<file path="config.mk">
export PLATFORM = sky130hd
export DESIGN_NAME = car_motion_ctrl
export DESIGN_NICKNAME = d
export VERILOG_FILES = /design/src/rtl/elev_pkg.sv /design/src/rtl/tick_timer.sv /design/src/rtl/car_motion_ctrl.sv
export SDC_FILE = /design/constraint.sdc
export NUM_CORES = 1
export LEC_CHECK = 0
export CORE_MARGIN = 1
export CORE_UTILIZATION = 51
export DETAILED_ROUTE_END_ITERATION = 16
export PLACE_DENSITY = 0.78
export SLEW_MARGIN = 20
export SYNTH_ARGS = -nofsm -noshare
export SYNTH_HDL_FRONTEND = slang
export SYNTH_SLANG_ARGS = --single-unit
</file>
<file path="constraint.sdc">
create_clock -name clk -period 2.1 [get_ports clk]
set_input_delay 0.21 -clock clk [delete_from_list [all_inputs] [get_ports clk]]
set_output_delay 0.21 -clock clk [all_outputs]
set_load 0.02 [all_outputs]
</file>
<file path="src/rtl/elev_pkg.sv">
// Shared types and constants for the elevator car controller.
package elev_pkg;

  // Car controller states; encoding is exported on state_o for debug.
  typedef enum logic [2:0] {
    IDLE      = 3'd0,
    MOVE_UP   = 3'd1,
    MOVE_DOWN = 3'd2,
    EVAL      = 3'd3,
    DOOR_OPEN = 3'd4
  } state_e;

  // Direction modes from the request processor (2'b11 behaves as stop).
  localparam logic [1:0] MODE_STOP = 2'b00;
  localparam logic [1:0] MODE_UP   = 2'b01;
  localparam logic [1:0] MODE_DOWN = 2'b10;

  // One-hot floor positions.
  localparam logic [3:0] FLOOR1 = 4'b0001;
  localparam logic [3:0] FLOOR2 = 4'b0010;
  localparam logic [3:0] FLOOR3 = 4'b0100;
  localparam logic [3:0] FLOOR4 = 4'b1000;

endpackage

</file>
<file path="src/rtl/tick_timer.sv">
// Down-counter shared between travel and dwell timing. Loads take priority
// over force_zero; the count saturates at zero so it can never underflow.
module tick_timer #(
  parameter int unsigned CNT_W = 8
) (
  input  logic             clk,
  input  logic             rst_n,
  input  logic             i_load,
  input  logic [CNT_W-1:0] i_load_val,
  input  logic             i_force_zero,
  output logic             o_zero
);

  logic [CNT_W-1:0] r_count;

  // Count register: load, force to zero, or decrement towards zero.
  always_ff @(posedge clk or negedge rst_n) begin
    if (!rst_n) begin
      r_count <= '0;
    end else if (i_load) begin
      r_count <= i_load_val;
    end else if (i_force_zero) begin
      r_count <= '0;
    end else if (r_count != '0) begin
      r_count <= r_count - 1'b1;
    end
  end

  assign o_zero = (r_count == '0);

endmodule

</file>
<file path="src/rtl/car_motion_ctrl.sv">
// Car-side executor: moves the car one floor at a time, opens the door on a
// request hit and reports one-hot position, door and motion status.
module car_motion_ctrl
  import elev_pkg::*;
#(
  parameter int unsigned TRAVEL_TICKS = 64,
  parameter int unsigned DWELL_TICKS  = 96,
  parameter int unsigned CNT_W        = 8
) (
  input  logic       clk,
  input  logic       rst_n,
  input  logic [1:0] ud_mode,
  input  logic [3:0] eff_req,
  input  logic       open_btn,
  input  logic       close_btn,
  output logic [3:0] position,
  output logic       door_open,
  output logic       moving_up,
  output logic       moving_down,
  output logic       arrive,
  output logic [2:0] state_o
);

  localparam logic [CNT_W-1:0] TravelLoad = CNT_W'(TRAVEL_TICKS - 1);
  localparam logic [CNT_W-1:0] DwellLoad  = CNT_W'(DWELL_TICKS - 1);

  state_e           r_state, w_state_d;
  logic [3:0]       r_position, w_position_d;
  logic             r_dir_up, w_dir_up_d;
  logic             r_door_open, r_arrive;
  logic             w_hit, w_go_up, w_go_dn;
  logic             w_load, w_force_zero, w_zero;
  logic [CNT_W-1:0] w_load_val;

  assign w_hit   = |(eff_req & r_position);
  assign w_go_up = (ud_mode == MODE_UP) && (r_position != FLOOR4);
  assign w_go_dn = (ud_mode == MODE_DOWN) && (r_position != FLOOR1);

  tick_timer #(
    .CNT_W (CNT_W)
  ) u_tick_timer (
    .clk          (clk),
    .rst_n        (rst_n),
    .i_load       (w_load),
    .i_load_val   (w_load_val),
    .i_force_zero (w_force_zero),
    .o_zero       (w_zero)
  );

  // Next-state, position update and timer control.
  always_comb begin
    w_state_d    = r_state;
    w_position_d = r_position;
    w_dir_up_d   = r_dir_up;
    w_load       = 1'b0;
    w_load_val   = TravelLoad;
    w_force_zero = 1'b0;
    unique case (r_state)
      IDLE: begin
        if (w_hit || open_btn) begin
          w_state_d  = DOOR_OPEN;
          w_load     = 1'b1;
          w_load_val = DwellLoad;
        end else if (w_go_up) begin
          w_state_d  = MOVE_UP;
          w_dir_up_d = 1'b1;
          w_load     = 1'b1;
        end else if (w_go_dn) begin
          w_state_d  = MOVE_DOWN;
          w_dir_up_d = 1'b0;
          w_load     = 1'b1;
        end
      end
      MOVE_UP: begin
        if (w_zero) begin
          // Guard keeps position one-hot even if entered at the top floor.
          if (r_position != FLOOR4) w_position_d = r_position << 1;
          w_state_d = EVAL;
        end
      end
      MOVE_DOWN: begin
        if (w_zero) begin
          if (r_position != FLOOR1) w_position_d = r_position >> 1;
          w_state_d = EVAL;
        end
      end
      EVAL: begin
        if (w_hit) begin
          w_state_d  = DOOR_OPEN;
          w_load     = 1'b1;
          w_load_val = DwellLoad;
        end else if (r_dir_up && w_go_up) begin
          w_state_d = MOVE_UP;
          w_load    = 1'b1;
        end else if (!r_dir_up && w_go_dn) begin
          w_state_d = MOVE_DOWN;
          w_load    = 1'b1;
        end else begin
          w_state_d = IDLE;
        end
      end
      DOOR_OPEN: begin
        if (open_btn || w_hit) begin
          w_load     = 1'b1;
          w_load_val = DwellLoad;
        end else if (w_zero) begin
          w_state_d = IDLE;
        end else if (close_btn) begin
          w_force_zero = 1'b1;
        end
      end
      default: w_state_d = IDLE;
    endcase
  end

  // State, position and registered status outputs.
  always_ff @(posedge clk or negedge rst_n) begin
    if (!rst_n) begin
      r_state     <= IDLE;
      r_position  <= FLOOR1;
      r_dir_up    <= 1'b1;
      r_door_open <= 1'b0;
      r_arrive    <= 1'b0;
    end else begin
      r_state     <= w_state_d;
      r_position  <= w_position_d;
      r_dir_up    <= w_dir_up_d;
      r_door_open <= (w_state_d == DOOR_OPEN);
      r_arrive    <= (w_state_d == EVAL);
    end
  end

  assign position    = r_position;
  assign door_open   = r_door_open;
  assign arrive      = r_arrive;
  assign state_o     = r_state;
  assign moving_up   = (r_state == MOVE_UP);
  assign moving_down = (r_state == MOVE_DOWN);

endmodule

</file>
==> flow_metrics.py <==
metrics = {
    "drt": {
        "post_drt_wl_per_cell_um": 14.6,
        "first_pass_iters": 4,
        "drt_iter0_markers": 31,
        "viasPerCell": 5.99,
        "ant_nets": 0,
        "wl_um": 2550,
        "vias": 1049,
        "drc_errors": 0,
    },
    "pwr": {
        "pwr-share-comb": 0.126,
        "power.leakage_nw": 0.601,
        "pwr-share-clk": 0.309,
        "ir_drop_mv": 0.462,
        "p_per_area_mw_per_mm2": 492,
        "swShare": 0.254,
        "seq_power_share": 0.564,
        "p_int_mw": 0.526,
        "p_sw_mw": 0.179,
    },
    "global_route": {
        "grt_usage": 0.249,
        "grt_pass1_vias": 1034,
        "grt_pass1_wl_um": 4550,
        "grt_max_degree": 19,
        "overflow": 0,
        "grtUsageMet2": 0.419,
        "grt_use_met1": 0.318,
        "grt_use_met3": 0.0467,
        "top_usage_layer": "met2",
        "antenna_found_initial": 0,
    },
    "critical_path": {
        "worstPathMaxFanout": 7,
        "crit_slowest_cell": "or4_4",
        "max_stage_delay_ps": 580,
        "cp-end-kind": "register",
        "crit_cells": 4,
        "cp_data_required_time_ps": 2290,
        "cp-startpoint": "u_tick_timer.r_count[6]",
        "critical_path_buf_inv_count": 0,
        "cp_data_arrival_time_ps": 2170,
        "critPathTopFamily": "simple AND/OR/NAND/NOR gates",
        "cp-start-kind": "register",
        "r2r_start": "u_tick_timer.r_count[6]",
        "critPathKind": "register to register",
        "worstPathCellList": "or4_4 > nor3_4 > o311ai_4 > mux2_2",
        "reg2reg_depth": 4,
    },
    "clocking": {
        "clkSlewWorstSetupHoldPaths_ps": 100,
        "cts_tree": "built",
        "cts_setup_buffers": 0,
        "cts_max_level": 1,
        "clock_sinks": 18,
        "clock_path_buffers": 2,
        "cts_made_buffers": 3,
        "cts_root_buf": "clkbuf_4",
        "worst_skew_pair.late_latency_ps": 300,
    },
    "timing": {
        "post-route-period-util": 0.939,
        "hold_ws_ps": 224,
        "relSlewSlack": 0.743,
        "hold_viol": 0,
        "drv_slew": 0,
        "finalSetupTns_ps": 0,
        "rsz0062_at_grt": "false",
        "period_needed_ps": 1970,
        "finClkSkew_ps": 2.42,
        "fmax_ghz": 0.507,
        "setup_violations": 0,
        "worst_pin_slew_ps": 384,
    },
    "logic_synthesis": {
        "yosys-top-cells-count": "dfrtp_1, nor2_1, o21ai_0",
        "syn_avg_cell_area_um2": 9.33,
        "yosysTopAreaCellShare": 0.358,
        "synth_largest_area_cell": "dfrtp_1",
        "synth_most_common_cell": "dfrtp_1",
        "yosysSeqAreaShare": 0.404,
        "synthesis.nets": 131,
        "synth-edff-count": 0,
        "synth_ff_type": "dfrtp_1",
        "syn_inst": 120,
        "synth-seq-cells": 18,
        "async_flop_share": 1.00,
        "ys_warn_count": 0,
        "ys_types": 38,
        "synth_area_leaders": "dfrtp_1, o21ai_0, dfstp_2, mux2_2, nor2_1",
        "synth_area_mm2": 0.00112,
    },
    "die": {
        "num_rows": 16,
        "coreArea_mm2": 0.00202,
        "die_w_um": 48.9,
        "boundaryPins": 21,
        "dieArea_mm2": 0.00239,
        "initial_utilization": 0.554,
        "die_h_um": 48.9,
    },
    "placed_design": {
        "dp_cells": 171,
        "dpl.hpwl_um": 1960,
        "port-buffer-count": 20,
        "gp_congestion": 0.904,
    },
    "finish": {
        "area_delta_synth_final_pct": 27.9,
        "num-fill-cells": 159,
        "layout-drive-gt1-share": 0.162,
        "final_cells": 175,
        "diodes": 0,
        "fin_nets": 160,
    },
    "run_status": {
        "status": "finished clean",
    },
    "job": {
        "drv_cap": 0,
    },
    "min_path": {
        "hold_path_class": "input port to asynchronous set/reset pin",
    },
}
power by group through the flow:
stage	sequential [mW]	clock (mW)	combinational, mW
after floorplan	0.397	0	0.0507
after global placement	0.402	0	0.0856
after detailed placement	0.403	0	0.0901
after CTS	0.397	0.222	0.0895
after global routing	0.399	0.237	0.101
final	0.398	0.218	0.0891
sequential cells by signal, indices dropped and copies added, names as in the netlist:
| register | flops |
|---|---|
| position | 4 |
| arrive | 1 |
| door_open | 1 |
| u_tick_timer.r_count | 8 |
| r_dir_up | 1 |
| state_o | 3 |
cell type report:
type	instances	area, um2	area share
clock buffer	4	36.3	0.0253
inverter	4	15.0	0.0105
multi-input combinational	96	647	0.452
sequential	18	453	0.316
tap	27	33.8	0.0236
timing repair buffer	26	248	0.173
cells by family after synthesis:
logic type	Yosys count	synth area share
and+or+nand+nor	50	0.249
AOI/OAI and AO/OA	36	0.234
DFF	18	0.404
buffers and inverters	6	0.0201
muxes	6	0.0581
xor gates and xnor gates	3	0.0235
adders and majority gates	1	0.0112
metrics by stage:
step | total power [mW] | worst slack (ps) | utilization | area [um2]
6_report | 0.705 | 128 | 0.709 | 1430
5_1_grt | 0.737 | 55.7 | 0.709 | 1430
4_1_cts | 0.708 | 53.1 | 0.707 | 1430
3_5_place_dp | 0.493 | 64.8 | 0.688 | 1390
3_3_place_gp | 0.488 | 111 | 0.688 | 1390
2_1_floorplan | 0.448 | 238 | - | 1120
path summary, 6_finish.rpt:
| path | slack (ps) | to |
|---|---|---|
| max reg2reg | 130 | position[2] |
| min in group clk | 520 | position[0] |
| max | 130 | position[2] |
| min | 220 | u_tick_timer.r_count[4] |
| max in group asynchronous | 1620 | r_dir_up |
| min reg2reg | 520 | position[0] |
layout by cell type, fill, tap and decap left out, types with 3 or more instances in the layout:
cell type / instances
dfrtp_1: 16
a21oi_1: 6
xnor2_1: 3
nand2b_1: 6
a22oi_1: 3
nand2_1: 8
mux2_2: 4
o31ai_1: 3
inv_1: 4
nor2b_1: 6
o21ai_0: 11
buf_4: 6
nor3_1: 4
clkbuf_4: 3
clkdlybuf4s50_1: 19
nor2_1: 11
what timing repair did:
action                     4_1_cts  5_1_grt
setup endpoints to repair        1        1
gates resized for setup          1        1
hold buffers                     0        0
metal layers:
metal	up-vias	wire (um)
li1	497	-
met1	499	1110
met2	44	1240
met3	9	138
met4	0	66
met5	-	0
(Power assumes the default switching activity.)
==> edit (same settings) <==
Add an input register stage for `ud_mode`, `eff_req`, `open_btn` and `close_btn`; this delays them by one clock.
--- a/src/rtl/car_motion_ctrl.sv
+++ b/src/rtl/car_motion_ctrl.sv
@@ -24,6 +24,18 @@
   localparam logic [CNT_W-1:0] TravelLoad = CNT_W'(TRAVEL_TICKS - 1);
   localparam logic [CNT_W-1:0] DwellLoad  = CNT_W'(DWELL_TICKS - 1);
 
+  logic [1:0] ud_mode_q;
+  logic [3:0] eff_req_q;
+  logic open_btn_q;
+  logic close_btn_q;
+
+  always_ff @(posedge clk) begin
+    ud_mode_q   <= ud_mode;
+    eff_req_q   <= eff_req;
+    open_btn_q  <= open_btn;
+    close_btn_q <= close_btn;
+  end
+
   state_e           r_state, w_state_d;
   logic [3:0]       r_position, w_position_d;
   logic             r_dir_up, w_dir_up_d;
@@ -32,9 +44,9 @@
   logic             w_load, w_force_zero, w_zero;
   logic [CNT_W-1:0] w_load_val;
 
-  assign w_hit   = |(eff_req & r_position);
-  assign w_go_up = (ud_mode == MODE_UP) && (r_position != FLOOR4);
-  assign w_go_dn = (ud_mode == MODE_DOWN) && (r_position != FLOOR1);
+  assign w_hit   = |(eff_req_q & r_position);
+  assign w_go_up = (ud_mode_q == MODE_UP) && (r_position != FLOOR4);
+  assign w_go_dn = (ud_mode_q == MODE_DOWN) && (r_position != FLOOR1);
 
   tick_timer #(
     .CNT_W (CNT_W)
@@ -57,7 +69,7 @@
     w_force_zero = 1'b0;
     unique case (r_state)
       IDLE: begin
-        if (w_hit || open_btn) begin
+        if (w_hit || open_btn_q) begin
           w_state_d  = DOOR_OPEN;
           w_load     = 1'b1;
           w_load_val = DwellLoad;
@@ -100,12 +112,12 @@
         end
       end
       DOOR_OPEN: begin
-        if (open_btn || w_hit) begin
+        if (open_btn_q || w_hit) begin
           w_load     = 1'b1;
           w_load_val = DwellLoad;
         end else if (w_zero) begin
           w_state_d = IDLE;
-        end else if (close_btn) begin
+        end else if (close_btn_q) begin
           w_force_zero = 1'b1;
         end
       end
Check against the original RTL: not equivalent (a bounded check fails within 4 cycles, from zero or initial values and one cycle with rst_n low).
==> edit against the original RTL <==
  * Total power is 42% higher
  * Maximum frequency is 2.7% lower
  * Non-clock buffer count increased by 5
  * Area after synthesis up 16%
  * Sequential power up 43%
  * Design area increased by 17%
  * Critical path depth rose by 4
  * Sequential cell count is 8 higher
  * Clock skew increased by 0.0028 ns
  * Routed wire length up 14%
  * Die area increased by 15%
  * Setup slack got worse by 0.054 ns
  * Largest cell class unchanged
==> edit: results (changes against the original RTL) <==
* Synth Area in Compound Gates at 0.217 (-0.0162)
* Worst Path Max Fanout at 8 (+1)
* Clk_skew at 0.00523 ns (+0.00281 ns)
* Total number of H-tree levels at 1 (unchanged)
* WP data arrival at 2.28 ns (+0.11 ns)
* Post-Synthesis Cells at 125 (+4.2%)
* Status: completed
* Pleak at 0.670 nW (+11%)
* Via/cell ratio at 5.94 (-0.89%)
* Critical path startpoint: u_tick_timer.r_count[1]
* Num CTS Buffers at 3 (unchanged)
* Tot GR Track Use at 0.258 (+0.00901)
* VDD IR max at 0.503 mV (+8.8%)
* Synth Area in Adders at 0.00962 (-0.00156)
* Post-Synth XOR/XNOR Area at 0.0269 (+0.00346)
* Root Buffer: clkbuf_4
* Gp weighted congestion at 0.803 (-11%)
* First-pass iteration count of the detailed router at 4 (unchanged)
* Iter 0 DRT Violations at 20 (-35%)
* Insertion delay to the later sink of the worst-skew pair at 0.33 ns (+0.03 ns)
* Critical Path Sink: u_tick_timer.r_count[6]
* Dpl hpwl at 2.11 mm (+7.9%)
* Nets@finish at 170 (+6.3%)
* Main area contributors after synthesis: dfrtp_1 (31%), dfxtp_1 (12%), dfstp_2 (4.0%), mux2_2 (3.5%), nand2_1 (3.5%)
* Max-slew headroom at 0.593 (-0.151)
* Average routed wire per standard cell at 15.6 um (+7.2%)
* PostCTS Resize Cnt at 1 (unchanged)
* Top cells by count, synth: dfrtp_1 (16), nand2_1 (12), a21oi_1 (8), dfxtp_1 (8)
* Fraction of layout cells with a size suffix above 1 at 0.203 (+0.0404)
* Hold Path Class: input pin to async pin
* Initial antenna violation count at 0 (unchanged)
* FFs w/ async S/R, synth at 0.692 (-0.308)
* Worst R2R Path Depth at 8 (+4)
* Reg clk slew, reported paths at 0.14 ns (+0.04 ns)
* Placed cell count at 180 (+5.3%)
* Mux share of post-synthesis cell area at 0.0423 (-0.0158)
* Seq/Total Area, Yosys at 0.471 (+0.0667)
* Yosys cell types at 44 (+16%)
* Int Pwr at 0.779 mW (+48%)
* First-pass GRT wire length at 5.01 mm (+10%)
* Total number of vias at 1105 (+5.3%)
* Reg2Reg Setup Slack at 0.07 ns (-0.05 ns)
* Syn Nets at 136 (+3.8%)
[edit: final cells by class]
type / count / area, um2
multi-input cells: 94 / 676
flip-flops and latches: 26 / 613
clock inverters: 1 / 30.0
well taps: 28 / 35.0
fillers: 179 / 624
repair buffers: 31 / 285
clock buffers: 3 / 22.5
inverters: 3 / 11.3
[edit: power by group through the flow]
stage               clock network, mW  registers [mW]  logic (mW)
detailed placement                  0           0.576      0.0924
floorplan                           0           0.568      0.0552
global placement                    0           0.573      0.0906
finish                          0.341           0.568      0.0930
global route                    0.370           0.574       0.106
CTS                             0.350           0.566      0.0930
[edit: metrics by stage]
stage	hold slack, ns	cell area, um2	TNS (ns)	setup slack, ns
2_1_floorplan	-0.0856	1300	-0.422	-0.0822
3_3_place_gp	0.499	1600	0	0.104
3_5_place_dp	0.506	1600	0	0.0648
4_1_cts	0.200	1650	0	0.0317
5_1_grt	0.206	1670	-0.0662	-0.0290
6_report	0.194	1670	0	0.0731
[edit: routing by layer]
| metal | routed length [um] | global-route usage | vias up |
|---|---|---|---|
| li1 | - | - | 527 |
| met1 | 1150 | 0.278 | 538 |
| met2 | 1600 | 0.481 | 31 |
| met3 | 80 | 0.0377 | 9 |
| met4 | 73 | 0.127 | 0 |
| met5 | 0 | 0 | - |
[edit: worst max-delay path, stage by stage (launching register included)]
cell and delay (ns):
dfrtp_1 0.41, inv_1 0.06, ha_2 0.17, or3b_4 0.40, nor4b_4 0.23, buf_6 0.18, nor4_2 0.07, or2_4 0.27
o31ai_4 0.16
[edit: logic make-up after synthesis]
kind of cell    after synthesis
compound gates               36
simple gates                 48
buf+inv                       5
fa+ha+maj                     1
xor+xnor                      4
flops                        26
mux                           5
